==> src/rtl/rst_ce_sequencer.sv <==
// Drives a downstream block's synchronous reset and clock enable as a
// programmable RST -> GAP -> CE sequence, ending in a one-cycle done pulse.
module rst_ce_sequencer #(
  parameter int unsigned CNT_W   = 8,
  parameter int unsigned DEF_RST = 2,
  parameter int unsigned DEF_GAP = 0,
  parameter int unsigned DEF_CE  = 2
) (
  input  logic             clk,
  input  logic             rst,
  input  logic             start,
  input  logic             abort,
  input  logic             use_def,
  input  logic [CNT_W-1:0] rst_len,
  input  logic [CNT_W-1:0] gap_len,
  input  logic [CNT_W-1:0] ce_len,
  output logic             dut_rst,
  output logic             dut_ce,
  output logic             busy,
  output logic             done,
  output logic             aborted,
  output logic             start_drop,
  output logic [CNT_W-1:0] phase_cnt
);

  localparam logic [CNT_W-1:0] L_DEF_RST = CNT_W'(DEF_RST);
  localparam logic [CNT_W-1:0] L_DEF_GAP = CNT_W'(DEF_GAP);
  localparam logic [CNT_W-1:0] L_DEF_CE  = CNT_W'(DEF_CE);
  localparam logic [CNT_W-1:0] L_ONE     = CNT_W'(1);

  typedef enum logic [2:0] {
    S_IDLE,
    S_RST,
    S_GAP,
    S_CE,
    S_DONE,
    S_ABRT
  } state_t;

  state_t           r_state;
  state_t           w_next;
  logic [CNT_W-1:0] r_cnt;
  logic [CNT_W-1:0] r_gap_len;
  logic [CNT_W-1:0] r_ce_len;
  logic [CNT_W-1:0] w_next_cnt;
  logic [CNT_W-1:0] w_rst_eff;
  logic [CNT_W-1:0] w_gap_eff;
  logic [CNT_W-1:0] w_ce_eff;
  logic [CNT_W-1:0] w_lr;
  logic [CNT_W-1:0] w_lg;
  logic [CNT_W-1:0] w_lc;
  logic             w_sel;

  always_comb begin
    w_rst_eff = (use_def && (rst_len == '0)) ? L_DEF_RST : rst_len;
    w_gap_eff = use_def ? L_DEF_GAP : gap_len;
    w_ce_eff  = (use_def && (ce_len == '0)) ? L_DEF_CE : ce_len;
  end

  // Phase selection takes the remaining lengths (already-finished phases
  // passed as zero) so zero-length phases are skipped without a bubble.
  always_comb begin
    w_next     = r_state;
    w_next_cnt = r_cnt;
    w_lr       = '0;
    w_lg       = '0;
    w_lc       = '0;
    w_sel      = 1'b0;
    case (r_state)
      S_IDLE: begin
        w_next_cnt = '0;
        if (start) begin
          w_lr  = w_rst_eff;
          w_lg  = w_gap_eff;
          w_lc  = w_ce_eff;
          w_sel = 1'b1;
        end
      end
      S_RST, S_GAP, S_CE: begin
        if (abort) begin
          w_next     = S_ABRT;
          w_next_cnt = '0;
        end else if (r_cnt == L_ONE) begin
          w_lg  = (r_state == S_RST) ? r_gap_len : '0;
          w_lc  = (r_state != S_CE) ? r_ce_len : '0;
          w_sel = 1'b1;
        end else begin
          w_next_cnt = r_cnt - L_ONE;
        end
      end
      S_DONE, S_ABRT: begin
        w_next     = S_IDLE;
        w_next_cnt = '0;
      end
      default: begin
        w_next     = S_IDLE;
        w_next_cnt = '0;
      end
    endcase

    if (w_sel) begin
      if (w_lr != '0) begin
        w_next     = S_RST;
        w_next_cnt = w_lr;
      end else if (w_lg != '0) begin
        w_next     = S_GAP;
        w_next_cnt = w_lg;
      end else if (w_lc != '0) begin
        w_next     = S_CE;
        w_next_cnt = w_lc;
      end else begin
        w_next     = S_DONE;
        w_next_cnt = '0;
      end
    end
  end

  // The reset length goes straight into the counter, so only gap/ce are kept.
  always_ff @(posedge clk or negedge rst) begin
    if (!rst) begin
      r_state    <= S_IDLE;
      r_cnt      <= '0;
      r_gap_len  <= '0;
      r_ce_len   <= '0;
      dut_rst    <= 1'b0;
      dut_ce     <= 1'b0;
      busy       <= 1'b0;
      done       <= 1'b0;
      aborted    <= 1'b0;
      start_drop <= 1'b0;
    end else begin
      r_state <= w_next;
      r_cnt   <= w_next_cnt;
      if ((r_state == S_IDLE) && start) begin
        r_gap_len <= w_gap_eff;
        r_ce_len  <= w_ce_eff;
      end
      dut_rst    <= (w_next == S_RST);
      dut_ce     <= (w_next == S_CE);
      busy       <= (w_next == S_RST) || (w_next == S_GAP) || (w_next == S_CE);
      done       <= (w_next == S_DONE);
      aborted    <= (w_next == S_ABRT);
      start_drop <= start && (r_state != S_IDLE);
    end
  end

  assign phase_cnt = r_cnt;

endmodule

==> config.mk <==
export PLATFORM = sky130hd
export DESIGN_NAME = rst_ce_sequencer
export DESIGN_NICKNAME = d
export VERILOG_FILES = /design/src/rtl/rst_ce_sequencer.sv
export SDC_FILE = /design/constraint.sdc
export NUM_CORES = 1
export LEC_CHECK = 0
export ABC_CLOCK_PERIOD_IN_PS = 4900
export CAP_MARGIN = 20
export CORE_ASPECT_RATIO = 1.5
export CORE_MARGIN = 5
export CORE_UTILIZATION = 54
export DETAILED_ROUTE_END_ITERATION = 6
export PLACE_DENSITY = 0.94
export SLEW_MARGIN = 25
export SYNTH_ARGS = -nofsm -noshare
export SYNTH_HDL_FRONTEND = slang
export SYNTH_SLANG_ARGS = --single-unit
export TNS_END_PERCENT = 100
==> constraint.sdc <==
create_clock -name clk -period 4.9 [get_ports clk]
set_input_delay 0.98 -clock clk [delete_from_list [all_inputs] [get_ports clk]]
set_output_delay 0.98 -clock clk [all_outputs]
set_load 0.02 [all_outputs]
==> metrics <==
worst rel slew slack=slightly above 50%; post-route ant nets=0; CP Data Required Time=5.06 ns; Mapped Nets=227; share of layout cells above drive strength 1=8.40%; largest net degree at the start of global routing=34; Die Width=58.2 um; initial antenna violation count=0; Max Fclk=0.297 GHz; cts repair resizes=0; CP max stage cell=or4b_1; final worst-path cycle share=68.7%; post-DP HPWL=3420 um; CORE AREA=3380 um^2; DR WL/cell=16.2 um; gr usage total=20.9%; Crit path largest cell delay=0.81 ns; worst hold slack=0.514 ns; Final min period=roughly 3.4 ns; Syn Std Cell Area=about 1900 um^2; Area growth syn-to-layout=28.8%; hold crit path type=reg2reg; # hold bufs at CTS=0; worst slew pin tran=0.722 ns; total of max-cap violations=0; die area=between 4000 and 5000 um^2; final setup TNS=0 ns; Final Power=between 0.001 and 0.0015 W; CTS Buf Count=5; first-pass GRT wire length=7440 um; worst path bufs/invs=1; TritonCTS clock tree=yes; diodes inserted=0; Leak=1.01 nW; sequential-to-total area share from yosys stat=43.9%; clk buf depth=2; GP Congestion=0.821; Root Driver=clkbuf_8; vias in the first global route=1649; Final Setup Violations=0; Setup Buffers After CTS=0; Ys Warns=0; Crit Path Category=in2reg; clk sinks=33; fin. max-slew vios=0; Pre-antenna DRT Iters=4; CTS H-tree lvls=2; CP top delay family=simple AND/OR/NAND/NOR gates; final net count=268; cells after synthesis=196; residual DRC count=0; grt ovf=0; Starting DRT DRC Count=70; initial core utilization=between 50% and 60%; worst-path maximum fanout=20; worst-path cell chain=clkdlybuf4s50_1 > or4b_1 > nor2_2 > a22oi_2 > nand3_2 > o211ai_1; DR vias=between 1500 and 2000; RSZ-0062 raised after global routing=false; Arr. time, crit path=3.52 ns; Final Hold Viols=0; clock-pin slew on the worst setup and hold paths=0.07 ns; Port Buffers=42; routed wire length=4530 um; skew final=about 0.0064 ns; status=complete, no violations; synth unique cells=49; # rows=26; Avg Inst Size Synth=9.60 um^2; Worst VDD drop=348 uV; post-DR vias/cell=6.05; flops & latches, synth=33; Clk Latency, worst-skew pair=0.29 ns; DIE HEIGHT=82.3 um; P per Cell Area=529 nW/um^2; critical path capture point type=flip-flop; I/O pin count=43; CP Launch Type=input pin; Layout Utilization=71.6%
-- power breakdown --
part           internal (W)  leakage [nW]  switching [W]
sequential         0.000382         0.425      0.0000973
combinational      0.000271         0.530       0.000309
clock              0.000127        0.0542      0.0000978
-- cell type report --
cell class / count / area [um^2]
repair buffers: 44 / 435
clock inverters: 1 / 5.00
flip-flops and latches: 33 / 826
well taps: 42 / 52.6
multi-input cells: 147 / 986
clock buffers: 7 / 96.3
inverters: 6 / 22.5
fillers: 264 / 960
-- worst paths after layout --
check | startpoint | endpoint | slack, ns | depth (start not counted)
worst min-delay path | r_ce_len[1]$_DFFE_PN0P_ | r_ce_len[1]$_DFFE_PN0P_ | 0.51 | 1
max in group asynchronous | rst | r_ce_len[6]$_DFFE_PN0P_ | 3.51 | 2
worst max register to register | r_state[1]$_DFF_PN0_ | phase_cnt[6]$_DFFE_PN0P_ | 2.24 | 5
min in group asynchronous | rst | done$_DFF_PN0_ | 1.09 | 2
worst min register to register | r_ce_len[1]$_DFFE_PN0P_ | r_ce_len[1]$_DFFE_PN0P_ | 0.51 | 1
worst max-delay path | start | phase_cnt[6]$_DFFE_PN0P_ | 1.53 | 6
-- cells by family after synthesis --
group                    share of synthesized area [%]
AND/OR/NAND/NOR                                   24.1
AO/OA/AOI/OAI                                     24.3
flip-flops                                        43.9
buffers and inverters                             3.99
XOR/XNOR                                          2.33
adder cells (fa/ha/maj)                           1.33
-- cell usage after synthesis (all sizes together) --
cell / instances / area share (%)
a21boi: 1 / 0.40
a21o: 1 / 0.40
a21oi: 3 / 0.80
a22o: 18 / 8.8
a22oi: 13 / 5.5
a2bb2oi: 1 / 0.47
a31oi: 1 / 0.33
a32o: 1 / 0.53
and2: 1 / 0.33
buf: 5 / 1.8
clkbuf: 5 / 1.0
dfrtp: 33 / 44
ha: 2 / 1.3
inv: 6 / 1.2
nand2: 32 / 6.4
nand2b: 1 / 0.33
nand3: 10 / 2.9
nand3b: 3 / 1.2
nor2: 10 / 2.1
nor2b: 2 / 0.66
nor3: 6 / 1.6
nor3b: 1 / 0.40
nor4: 7 / 3.1
nor4b: 1 / 1.3
o211a: 1 / 0.53
o211ai: 8 / 3.2
o21a: 1 / 0.40
o21ai: 3 / 0.80
o22ai: 1 / 0.33
o31a: 1 / 0.47
o31ai: 1 / 0.40
o32a: 1 / 0.53
o41ai: 1 / 0.47
or2: 1 / 0.33
or3: 1 / 0.33
or3b: 1 / 0.47
or4: 4 / 1.6
or4b: 2 / 1.1
xnor2: 2 / 0.93
xor2: 3 / 1.4
-- per-stage QoR --
step	cells	worst slack, ns	instance area, um^2
after floorplan	196	2.35	1880
after detailed placement	272	1.28	2320
final	280	1.53	2420
after CTS	280	1.56	2420
after global placement	272	1.35	2320
after global routing	280	1.32	2420
-- layout by cell type, fill, tap and decap left out, drive strengths merged, types with 2 or more instances in the layout --
cell type | Yosys | final
a21oi | 3 | 3
a22o | 18 | 18
a22oi | 13 | 13
buf | 5 | 2
clkbuf | 5 | 7
clkdlybuf4s50 | 0 | 42
dfrtp | 33 | 33
ha | 2 | 2
inv | 6 | 6
nand2 | 32 | 32
nand3 | 10 | 10
nand3b | 3 | 3
nor2 | 10 | 10
nor2b | 2 | 2
nor3 | 6 | 6
nor4 | 7 | 7
o211ai | 8 | 8
o21ai | 3 | 3
or4 | 4 | 4
or4b | 2 | 2
xnor2 | 2 | 2
xor2 | 3 | 3
-- metal layers --
layer	track usage [%]	routed length [um]	vias up
li1	-	-	826
met1	24.4	1790	792
met2	35.2	2330	64
met3	3.73	246	11
met4	13.0	163	0
met5	0	0	-
-- registers in the layout, indices dropped and copies added (netlist names) --
| name | flops |
|---|---|
| dut_ce | 1 |
| r_state | 3 |
| r_gap_len | 8 |
| done | 1 |
| phase_cnt | 8 |
| start_drop | 1 |
| dut_rst | 1 |
| aborted | 1 |
| busy | 1 |
| r_ce_len | 8 |
(Power assumes the default switching activity.)
